`src/rtl/cpu_pkg.sv`:
```
// Shared types and encodings for the instruction controller: FSM states,
// instruction classes, opcode/op fields and writeback-select codes.
package cpu_pkg;

    typedef enum logic [2:0] {
        WAIT,
        DECODE,
        WR_IMM,
        GET_A,
        GET_B,
        COMPUTE,
        WR_RD
    } state_t;

    typedef enum logic [2:0] {
        CLS_ILLEGAL,
        CLS_MOV_IMM,
        CLS_MOV_REG,
        CLS_ADD,
        CLS_CMP,
        CLS_AND,
        CLS_MVN
    } instr_cls_t;

    localparam logic [2:0] OPC_MOV    = 3'b110;
    localparam logic [2:0] OPC_ALU    = 3'b101;

    localparam logic [1:0] OP_MOV_IMM = 2'b10;
    localparam logic [1:0] OP_MOV_REG = 2'b00;
    localparam logic [1:0] OP_ADD     = 2'b00;
    localparam logic [1:0] OP_CMP     = 2'b01;
    localparam logic [1:0] OP_AND     = 2'b10;
    localparam logic [1:0] OP_MVN     = 2'b11;

    localparam logic [1:0] VSEL_C     = 2'b00;
    localparam logic [1:0] VSEL_IMM   = 2'b10;

    function automatic instr_cls_t classify(input logic [2:0] opcode, input logic [1:0] op);
        instr_cls_t cls;
        cls = CLS_ILLEGAL;
        case (opcode)
            OPC_MOV: begin
                if (op == OP_MOV_IMM)      cls = CLS_MOV_IMM;
                else if (op == OP_MOV_REG) cls = CLS_MOV_REG;
            end
            OPC_ALU: begin
                case (op)
                    OP_ADD:  cls = CLS_ADD;
                    OP_CMP:  cls = CLS_CMP;
                    OP_AND:  cls = CLS_AND;
                    default: cls = CLS_MVN;
                endcase
            end
            default: cls = CLS_ILLEGAL;
        endcase
        return cls;
    endfunction

endpackage

```
`src/rtl/cpu_controller_if.sv`:
```
// Instruction input handshake plus register-file and datapath control outputs.
interface cpu_controller_if;
    logic [15:0] in;
    logic        load;
    logic        s;
    logic        w;
    logic [2:0]  readnum;
    logic [2:0]  writenum;
    logic        write;
    logic        loada;
    logic        loadb;
    logic        loadc;
    logic        loads;
    logic        asel;
    logic        bsel;
    logic [1:0]  vsel;
    logic [1:0]  ALUop;
    logic [1:0]  shift;
    logic [15:0] sximm8;
    logic [15:0] sximm5;

    modport master (
        output in, load, s,
        input  w, readnum, writenum, write, loada, loadb, loadc, loads,
               asel, bsel, vsel, ALUop, shift, sximm8, sximm5
    );

    modport slave (
        input  in, load, s,
        output w, readnum, writenum, write, loada, loadb, loadc, loads,
               asel, bsel, vsel, ALUop, shift, sximm8, sximm5
    );
endinterface

```
`src/rtl/cpu_controller_instr_decoder.sv`:
```
// Combinational field extraction, classification and sign extension of the
// instruction register.
module instr_decoder
    import cpu_pkg::*;
(
    input  logic [15:0] ir_i,
    output instr_cls_t  cls_o,
    output logic [1:0]  op_o,
    output logic [1:0]  sh_o,
    output logic [2:0]  rn_o,
    output logic [2:0]  rd_o,
    output logic [2:0]  rm_o,
    output logic [15:0] sximm8_o,
    output logic [15:0] sximm5_o
);

    assign cls_o    = classify(ir_i[15:13], ir_i[12:11]);
    assign op_o     = ir_i[12:11];
    assign rn_o     = ir_i[10:8];
    assign rd_o     = ir_i[7:5];
    assign sh_o     = ir_i[4:3];
    assign rm_o     = ir_i[2:0];
    assign sximm8_o = {{8{ir_i[7]}}, ir_i[7:0]};
    assign sximm5_o = {{11{ir_i[4]}}, ir_i[4:0]};

endmodule

```
`src/rtl/cpu_controller.sv`:
```
// Instruction register and control FSM sequencing one register-file access per
// cycle; all control outputs are Moore functions of state and IR.
module cpu_controller
    import cpu_pkg::*;
#(
    parameter int DATA_W = 16
) (
    input  logic            clk,
    input  logic            reset,
    cpu_controller_if.slave bus
);

    state_t            state_q, state_d;
    logic [DATA_W-1:0] ir_q, ir_d;

    instr_cls_t  cls;
    logic [1:0]  op, sh;
    logic [2:0]  rn, rd, rm;

    instr_decoder u_dec (
        .ir_i     (ir_q),
        .cls_o    (cls),
        .op_o     (op),
        .sh_o     (sh),
        .rn_o     (rn),
        .rd_o     (rd),
        .rm_o     (rm),
        .sximm8_o (bus.sximm8),
        .sximm5_o (bus.sximm5)
    );

    always_ff @(posedge clk or posedge reset) begin
        if (reset) begin
            state_q <= WAIT;
            ir_q    <= '0;
        end else begin
            state_q <= state_d;
            ir_q    <= ir_d;
        end
    end

    // IR only changes in WAIT, so it is stable for the whole instruction
    always_comb begin
        ir_d = ir_q;
        if (state_q == WAIT && bus.load) ir_d = bus.in;
    end

    assign bus.ALUop = (cls inside {CLS_ADD, CLS_CMP, CLS_AND, CLS_MVN}) ? op : 2'b00;
    assign bus.shift = (cls == CLS_MOV_IMM) ? 2'b00 : sh;
    assign bus.bsel  = 1'b0;

    always_comb begin
        state_d      = state_q;
        bus.w        = 1'b0;
        bus.readnum  = '0;
        bus.writenum = '0;
        bus.write    = 1'b0;
        bus.loada    = 1'b0;
        bus.loadb    = 1'b0;
        bus.loadc    = 1'b0;
        bus.loads    = 1'b0;
        bus.asel     = 1'b0;
        bus.vsel     = VSEL_C;
        case (state_q)
            WAIT: begin
                bus.w = 1'b1;
                if (bus.s) state_d = DECODE;
            end
            DECODE: begin
                case (cls)
                    CLS_MOV_IMM:                 state_d = WR_IMM;
                    CLS_MOV_REG, CLS_MVN:        state_d = GET_B;
                    CLS_ADD, CLS_CMP, CLS_AND:   state_d = GET_A;
                    default:                     state_d = WAIT;
                endcase
            end
            WR_IMM: begin
                bus.writenum = rn;
                bus.vsel     = VSEL_IMM;
                bus.write    = 1'b1;
                state_d      = WAIT;
            end
            GET_A: begin
                bus.readnum = rn;
                bus.loada   = 1'b1;
                state_d     = GET_B;
            end
            GET_B: begin
                bus.readnum = rm;
                bus.loadb   = 1'b1;
                state_d     = COMPUTE;
            end
            COMPUTE: begin
                bus.asel  = (cls == CLS_MOV_REG) || (cls == CLS_MVN);
                bus.loads = 1'b1;
                // CMP only updates status and never reaches writeback
                if (cls == CLS_CMP) begin
                    state_d = WAIT;
                end else begin
                    bus.loadc = 1'b1;
                    state_d   = WR_RD;
                end
            end
            WR_RD: begin
                bus.writenum = rd;
                bus.vsel     = VSEL_C;
                bus.write    = 1'b1;
                state_d      = WAIT;
            end
            default: state_d = WAIT;
        endcase
    end

endmodule

```
`src/flat_wrapper.sv`:
```
// flat-port wrapper written by rule: the top's interface ports become plain ports
module cpu_controller_flat import cpu_pkg::*;
#(
    parameter int DATA_W = 16
)
  (clk, reset, bus_in, bus_load, bus_s, bus_w, bus_readnum, bus_writenum, bus_write, bus_loada, bus_loadb, bus_loadc, bus_loads, bus_asel, bus_bsel, bus_vsel, bus_ALUop, bus_shift, bus_sximm8, bus_sximm5);
  cpu_controller_if bus_i ();
  input  logic clk;
  input  logic reset;
  input wire logic [$bits(bus_i.in)-1:0] bus_in;
  input wire logic [$bits(bus_i.load)-1:0] bus_load;
  input wire logic [$bits(bus_i.s)-1:0] bus_s;
  output wire logic [$bits(bus_i.w)-1:0] bus_w;
  output wire logic [$bits(bus_i.readnum)-1:0] bus_readnum;
  output wire logic [$bits(bus_i.writenum)-1:0] bus_writenum;
  output wire logic [$bits(bus_i.write)-1:0] bus_write;
  output wire logic [$bits(bus_i.loada)-1:0] bus_loada;
  output wire logic [$bits(bus_i.loadb)-1:0] bus_loadb;
  output wire logic [$bits(bus_i.loadc)-1:0] bus_loadc;
  output wire logic [$bits(bus_i.loads)-1:0] bus_loads;
  output wire logic [$bits(bus_i.asel)-1:0] bus_asel;
  output wire logic [$bits(bus_i.bsel)-1:0] bus_bsel;
  output wire logic [$bits(bus_i.vsel)-1:0] bus_vsel;
  output wire logic [$bits(bus_i.ALUop)-1:0] bus_ALUop;
  output wire logic [$bits(bus_i.shift)-1:0] bus_shift;
  output wire logic [$bits(bus_i.sximm8)-1:0] bus_sximm8;
  output wire logic [$bits(bus_i.sximm5)-1:0] bus_sximm5;
  assign bus_i.in = bus_in;
  assign bus_i.load = bus_load;
  assign bus_i.s = bus_s;
  assign bus_w = bus_i.w;
  assign bus_readnum = bus_i.readnum;
  assign bus_writenum = bus_i.writenum;
  assign bus_write = bus_i.write;
  assign bus_loada = bus_i.loada;
  assign bus_loadb = bus_i.loadb;
  assign bus_loadc = bus_i.loadc;
  assign bus_loads = bus_i.loads;
  assign bus_asel = bus_i.asel;
  assign bus_bsel = bus_i.bsel;
  assign bus_vsel = bus_i.vsel;
  assign bus_ALUop = bus_i.ALUop;
  assign bus_shift = bus_i.shift;
  assign bus_sximm8 = bus_i.sximm8;
  assign bus_sximm5 = bus_i.sximm5;
  cpu_controller #(.DATA_W(DATA_W)) u_core (.clk(clk), .reset(reset), .bus(bus_i));
endmodule
```
`config.mk`:
```
export PLATFORM = sky130hd
export DESIGN_NAME = cpu_controller_flat
export DESIGN_NICKNAME = d
export VERILOG_FILES = /design/src/rtl/cpu_pkg.sv /design/src/rtl/cpu_controller_if.sv /design/src/rtl/cpu_controller_instr_decoder.sv /design/src/rtl/cpu_controller.sv /design/src/flat_wrapper.sv
export SDC_FILE = /design/constraint.sdc
export NUM_CORES = 1
export LEC_CHECK = 0
export CORE_ASPECT_RATIO = 0.8
export CORE_MARGIN = 2
export CORE_UTILIZATION = 26
export DETAILED_ROUTE_END_ITERATION = 10
export PLACE_DENSITY_LB_ADDON = 0.12
export SLEW_MARGIN = 20
export SYNTH_ARGS = -nofsm -noshare
export SYNTH_HDL_FRONTEND = slang
export SYNTH_SLANG_ARGS = --single-unit
```
`constraint.sdc`:
```
create_clock -name clk -period 1.6 [get_ports clk]
set_input_delay 0.24 -clock clk [delete_from_list [all_inputs] [get_ports clk]]
set_output_delay 0.24 -clock clk [all_outputs]
set_load 0.1 [all_outputs]
```
==> After elaboration in Yosys (flattened, before gate mapping) <==
Cells that the tools add are included.
{ "word_totals": {"out_inout_bits": 52, "wordCells": 48, "register_bits": 19} }
{ "classes": {"eq_ne": 17, "n_reduce_logical": 8, "mux": 21} }
{ "op_table": {"columns": ["cell", "count"], "rows": [
  ["$eq A3 B3 Y1 const B", 8],
  ["$pmux W3 S2", 3],
  ["$pmux W3 S3", 2],
  ["$pmux W3 S5", 1],
  ["$eq A3 B2 Y1 const B", 4],
  ["$mux W2", 5],
  ["$mux W1", 8],
  ["$eq A3 B1 Y1 const B", 2],
  ["$mux W3", 2],
  ["$reduce_bool A4 Y1", 1],
  ["$reduce_or A2 Y1", 2],
  ["$logic_not A3 Y1", 1],
  ["$reduce_or A3 Y1", 1],
  ["$eq A2 B1 Y1 const B", 1],
  ["$eq A2 B2 Y1 const B", 1],
  ["$logic_not A2 Y1", 1],
  ["$ne A2 B2 Y1 const B", 1],
  ["$logic_and A1 B1 Y1", 1],
  ["$logic_or A1 B1 Y1", 1]
]} }

==> Logic depth before layout (Yosys ltp) <==
Gate-level depths: netlist (run 1).
{ "logic_depth": {"word_depth": 8, "ltp_mapped": 7, "mapped_depth_nobuf": 6} }

==> By module <==
A second synthesis (run 1) with hierarchy kept.
{ "hier_totals": {"hier_cells": 146, "area_unflattened_um2": 1510.2} }
{ "modules_own_cells": {"columns": ["module", "instances", "cells_per_inst", "area_each_um2"], "rows": [
  ["cpu_controller", 1, 87, 1037.2],
  ["instr_decoder", 1, 59, 473.0]
]} }

==> Worst setup path after synthesis (run 1) <==
No wires, ideal clock.
{ "synth_path": {"kind": "flip-flop to output port", "startpoint": "reg u_core.state_q[0]", "endpoint": "out bus_readnum[0]", "path_buffers": 1, "path_stages_with_launch": 4, "arrival_ps": 3868, "slack_ps": -2508, "path_cell_list": "dfrtp_1 > buf_4 > nor3b_1 > a22o_1"} }
{ "synth_between": {"elab_chain_len": 2, "elab_cells_between_ends": 3} }
{ "synth_lines": {"columns": ["item", "line_no", "rtl"], "rows": [
  ["from (decl)", "cpu_controller.sv:13", "state_t state_q, state_d;"],
  ["from (signal assigned)", "cpu_controller.sv:37", "state_q <= state_d;"],
  ["$eq A3 B3 Y1 / $eq A3 B2 Y1 (equally long branches)", "cpu_controller.sv:64", "case (state_q)"],
  ["$pmux W3 S2 *", "cpu_controller.sv:64", null],
  ["to (decl)", "flat_wrapper.sv:14", "output wire logic [$bits(bus_i.readnum)-1:0] bus_readnum;"]
]} }
Every way passes the cells marked *; elsewhere a longest branch is shown, timed or not.

==> Worst setup path after layout (run 1) <==
{ "layout_path": {"startpoint": "reg u_core.ir_q[12]", "endpoint": "out bus_ALUop[0]"} }
{ "layout_between": {"elab_chain_len": 7, "elab_cells_between_ends": 13} }
{ "layout_lines": {"columns": ["item", "line_no", "rtl"], "rows": [
  ["from (decl)", "cpu_controller.sv:14", "logic [DATA_W-1:0] ir_q, ir_d;"],
  ["from (signal assigned)", "cpu_controller.sv:38", "ir_q <= ir_d;"],
  ["$logic_not A2 Y1", "cpu_pkg.sv:44, cpu_pkg.sv:47", null],
  ["$mux W2", "cpu_pkg.sv:44", "else if (op == OP_MOV_REG) cls = CLS_MOV_REG;"],
  ["$mux W2", "cpu_pkg.sv:43", "if (op == OP_MOV_IMM) cls = CLS_MOV_IMM;"],
  ["$pmux W3 S2 *", "cpu_pkg.sv:41", "case (opcode)"],
  ["$eq A3 B2 Y1 / $eq A3 B3 Y1 (equally long branches)", "cpu_controller.sv:48", "assign bus.ALUop = (cls inside {CLS_ADD, CLS_CMP, CLS_AND, CLS_MVN}) ? op : 2'b00;"],
  ["$reduce_bool A4 Y1 *", "cpu_controller.sv:48", null],
  ["$mux W2 *", "cpu_controller.sv:48", null],
  ["to (decl)", "flat_wrapper.sv:24", "output wire logic [$bits(bus_i.ALUop)-1:0] bus_ALUop;"]
]} }
Marks and branches as above.

==> impl_table.tex, run 1 <==
\begin{tabular}{lr}
\hline
Metric & Value \\
\hline
\multicolumn{2}{l}{\textbf{Worst setup path}} \\
\quad Critical R2R Capture & u\_core.state\_q[2]\$\_DFFE\_PP0P\_ \\
\quad RR Startpoint & u\_core.ir\_q[11]\$\_DFFE\_PP0P\_ \\
\quad Type of the worst setup path & reg2out \\
\quad Crit-path max FO & 4 \\
\quad Startpoint kind of the worst setup timing path & register \\
\quad Required time worst endpoint & between 1000 and 1500 ps \\
\quad Worst EP arrival & 1950 ps \\
\quad Kind of end point of the critical path & output pin \\
\quad R2r worst-path depth & 8 \\
\quad FF-to-FF setup slack & -140 ps \\
\multicolumn{2}{l}{\textbf{Min path}} \\
\quad Worst min-delay path class & in2async \\
\multicolumn{2}{l}{\textbf{Synth}} \\
\quad Proportion of synthesized chip area in sequential cells & between 30\% and 40\% \\
\quad Share of synthesized flip-flops with an asynchronous set or reset & 100\% \\
\quad Yosys cell types & 33 \\
\quad Post-synthesis cell count & roughly 140 \\
\quad Most frequent cell after synthesis & sky130\_fd\_sc\_hd\_\_buf\_4 \\
\quad Synth area leaders & sky130\_fd\_sc\_hd\_\_dfrtp\_1, sky130\_fd\_sc\_hd\_\_buf\_4, sky130\_fd\_sc\_hd\_\_mux2\_2 \\
\quad Synthesized area & $\sim$1400 um\^{}2 \\
\quad Number of synthesized register bits & 19 \\
\quad Commonest register cell after synthesis & sky130\_fd\_sc\_hd\_\_dfrtp\_1 \\
\quad Synth Warn \# & 0 \\
\quad Post-synth top area cell & sky130\_fd\_sc\_hd\_\_dfrtp\_1 \\
\quad Count of flip-flops with a built-in enable after synthesis & 0 \\
\quad Avg Inst Size Synth & 9.97 um\^{}2 \\
\quad Share of the synthesized area in the top cell type & around a third \\
\quad Most common library cells after synthesis & sky130\_fd\_sc\_hd\_\_buf\_4, sky130\_fd\_sc\_hd\_\_dfrtp\_1, sky130\_fd\_sc\_hd\_\_nand2\_1 \\
\multicolumn{2}{l}{\textbf{Route}} \\
\quad Number of antenna-violating nets in the routed design & 0 \\
\quad Routed WL per cell & around 15 um \\
\quad Number of search-and-repair iterations in the first detailed-routing pass & 4 \\
\quad Count of unresolved DRC violations after routing & 0 \\
\quad Vias after detailed routing & around 1200 \\
\quad DRC marker count from the first detailed-route iteration & 31 \\
\quad Routed wire length & around 4000 um \\
\quad Via density per instance & around 4.5 \\
\multicolumn{2}{l}{\textbf{STA}} \\
\quad Fraction of the cycle the final worst path needs & 137\% \\
\quad Final Hold Fails & 0 \\
\quad Final max-slew violation count & 0 \\
\quad Final critical path time including I/O delays and setup & 2190 ps \\
\quad Timing-limited maximum frequency & 457 MHz \\
\quad Number of setup violations in the final report & 17 \\
\quad Maximum clock skew at final layout & about 11 ps \\
\quad Setup\_tns & -4040 ps \\
\quad Setup repair after global routing missed its margin & true \\
\quad Final Worst Setup Slack & -587 ps \\
\multicolumn{2}{l}{\textbf{Clock network}} \\
\quad Number of buffers created by CTS & 3 \\
\quad Num Clock Sinks & 19 \\
\quad Clock transition at the registers of the reported paths & roughly 80 ps \\
\quad Clock tree from TritonCTS & yes \\
\quad Hold buffer count at CTS & 0 \\
\quad Worst skew pair latency & 260 ps \\
\quad Maximum buffer depth of the clock tree & 2 \\
\quad H-tree lvl count & 1 \\
\quad Root Driver & sky130\_fd\_sc\_hd\_\_clkbuf\_8 \\
\multicolumn{2}{l}{\textbf{GRT}} \\
\quad Number of global-route vias before repair & 1268 \\
\quad Gr usage total & 13.5\% \\
\quad Global-route wire length before repair & about 6400 um \\
\quad GRT overflow & 0 \\
\quad Antenna violations before repair & 0 \\
\quad Pin count of the biggest net entering global routing & 20 \\
\multicolumn{2}{l}{\textbf{Die}} \\
\quad Row cnt & 23 \\
\quad I/O pin cnt & between 70 and 80 \\
\quad Chip Width & around 85 um \\
\quad Die area & just under 6000 um\^{}2 \\
\quad Die span in y & a little under 70 um \\
\quad Core outline area & between 5000 and 6000 um\^{}2 \\
\quad Starting density of the core & between 20\% and 30\% \\
\multicolumn{2}{l}{\textbf{Outcome}} \\
\quad Outcome & finished with violations \\
\quad Violated checks & negative setup slack \\
\multicolumn{2}{l}{\textbf{Cells and area}} \\
\quad Layout-stage area growth over the synthesis result & 116\% \\
\quad Count of inserted antenna diode cells & 0 \\
\quad Proportion of layout cells with a drive suffix above 1 & about 69\% \\
\quad \# fillers & 402 \\
\quad Final nets & around 230 \\
\multicolumn{2}{l}{\textbf{Placement}} \\
\quad RePlAce Congestion & approximately 0.74 \\
\quad PortBufs & 69 \\
\quad Placed wire-length estimate & roughly 2900 um \\
\multicolumn{2}{l}{\textbf{Flow run}} \\
\quad Maxcap violations & 0 \\
\hline
\end{tabular}
how the worst max path moves through the flow:
| stage | slack (ps) | endpoint | from |
|---|---|---|---|
| 6_report | -590 | bus_ALUop[0] | u_core.ir_q[12]$_DFFE_PP0P_ |
| 5_1_grt | -670 | bus_ALUop[1] | u_core.ir_q[12]$_DFFE_PP0P_ |
| 2_1_floorplan | -610 | u_core.ir_q[15]$_DFFE_PP0P_ | u_core.state_q[1]$_DFFE_PP0P_ |
| 3_5_place_dp | -270 | bus_ALUop[0] | u_core.ir_q[11]$_DFFE_PP0P_ |
| 3_3_place_gp | -200 | bus_ALUop[0] | u_core.ir_q[12]$_DFFE_PP0P_ |
| 4_1_cts | -540 | bus_ALUop[0] | u_core.ir_q[11]$_DFFE_PP0P_ |
final cells by class:
cell class	count	area, um^2	area share [%]
clock buffers	4	45.0	1.51
multi-input cells	75	846	28.4
flip-flops and latches	19	478	16.1
inverters	6	26.3	0.883
repair buffers	101	1500	50.5
well taps	62	77.6	2.61
cell usage in the layout (no fill, tap or decap), types with 2 or more instances in the layout:
cell	count
sky130_fd_sc_hd__buf_12	52
sky130_fd_sc_hd__buf_4	21
sky130_fd_sc_hd__clkdlybuf4s50_1	19
sky130_fd_sc_hd__dfrtp_1	17
sky130_fd_sc_hd__mux2_2	8
sky130_fd_sc_hd__buf_6	8
sky130_fd_sc_hd__nand2_1	7
sky130_fd_sc_hd__nor2_4	7
sky130_fd_sc_hd__mux2_4	6
sky130_fd_sc_hd__o21ai_0	5
sky130_fd_sc_hd__and2_4	3
sky130_fd_sc_hd__inv_2	3
sky130_fd_sc_hd__nor2b_4	3
sky130_fd_sc_hd__a22o_4	3
sky130_fd_sc_hd__mux2i_4	3
sky130_fd_sc_hd__clkbuf_8	3
sky130_fd_sc_hd__nor3b_4	2
sky130_fd_sc_hd__nor2b_1	2
sky130_fd_sc_hd__inv_1	2
sky130_fd_sc_hd__ha_2	2
sky130_fd_sc_hd__conb_1	2
sky130_fd_sc_hd__dfrtp_2	2
per-stage QoR:
step / hold WS (ps) / instances / worst slack [ps] / utilization, % / instance area (um^2)
3_3_place_gp: 561 / 252 / -195 / 52.8 / 2680
5_1_grt: 330 / 267 / -671 / 58.8 / 2980
6_report: 309 / 267 / -587 / 58.8 / 2980
3_5_place_dp: 561 / 252 / -274 / 52.8 / 2680
4_1_cts: 320 / 260 / -538 / 56.3 / 2850
2_1_floorplan: 191 / 139 / -611 / - / 1530
worst max-delay path, cell delays in order (launching register included):
cell and delay (ps):
sky130_fd_sc_hd__dfrtp_1 400, sky130_fd_sc_hd__inv_2 100, sky130_fd_sc_hd__ha_4 220, sky130_fd_sc_hd__nor3b_4 230, sky130_fd_sc_hd__o21a_1 240, sky130_fd_sc_hd__a22o_1 180, sky130_fd_sc_hd__and2_4 150, sky130_fd_sc_hd__buf_12 160
cell families (layout without fill, tap and decap cells):
family                   after synthesis  after routing  synth area share [%]
multiplexers                          17             17                  15.3
other                                  1              2                 0.272
buffers and inverters                 45            111                  24.2
AO/OA/AOI/OAI                         18             18                  9.64
flip-flops                            19             19                  34.5
adder cells (fa/ha/maj)                3              3                  2.73
AND/OR/NAND/NOR                       35             35                  13.4
layer usage:
metal  GRT usage (%)  wire length (um)  vias to the layer above
met5               0                 0                        -
met1            17.4              1730                      571
li1                -                 -                      562
met2            22.5              2020                       52
met4            2.82                31                        0
met3            4.07               233                        4
sequential cells by signal, indices dropped and copies added, names as in the netlist:
signal          flops
u_core.state_q      3
u_core.ir_q        16
what timing repair did:
action | in CTS | in global routing
pin swaps | 4 | 13
gates resized for setup | 22 | 11
setup buffers | 4 | 7
setup endpoints to repair | 18 | 34
cloned | 0 | 1
Power of run 1 is not shown: default switching activity piles up to over one toggle a cycle in this logic, so the estimate is an artifact.
==> run 2: changes to the inputs <==
--- a/config.mk
+++ b/config.mk
@@ -5,6 +5,7 @@
 export SDC_FILE = /design/constraint.sdc
 export NUM_CORES = 1
 export LEC_CHECK = 0
+export CAP_MARGIN = 20
 export CORE_ASPECT_RATIO = 0.8
 export CORE_MARGIN = 2
 export CORE_UTILIZATION = 26
==> results of run 2 <==
Same layout as run 1: the final DEF is identical, and so are final timing and power.
Power of run 2 is left out for the same reason.
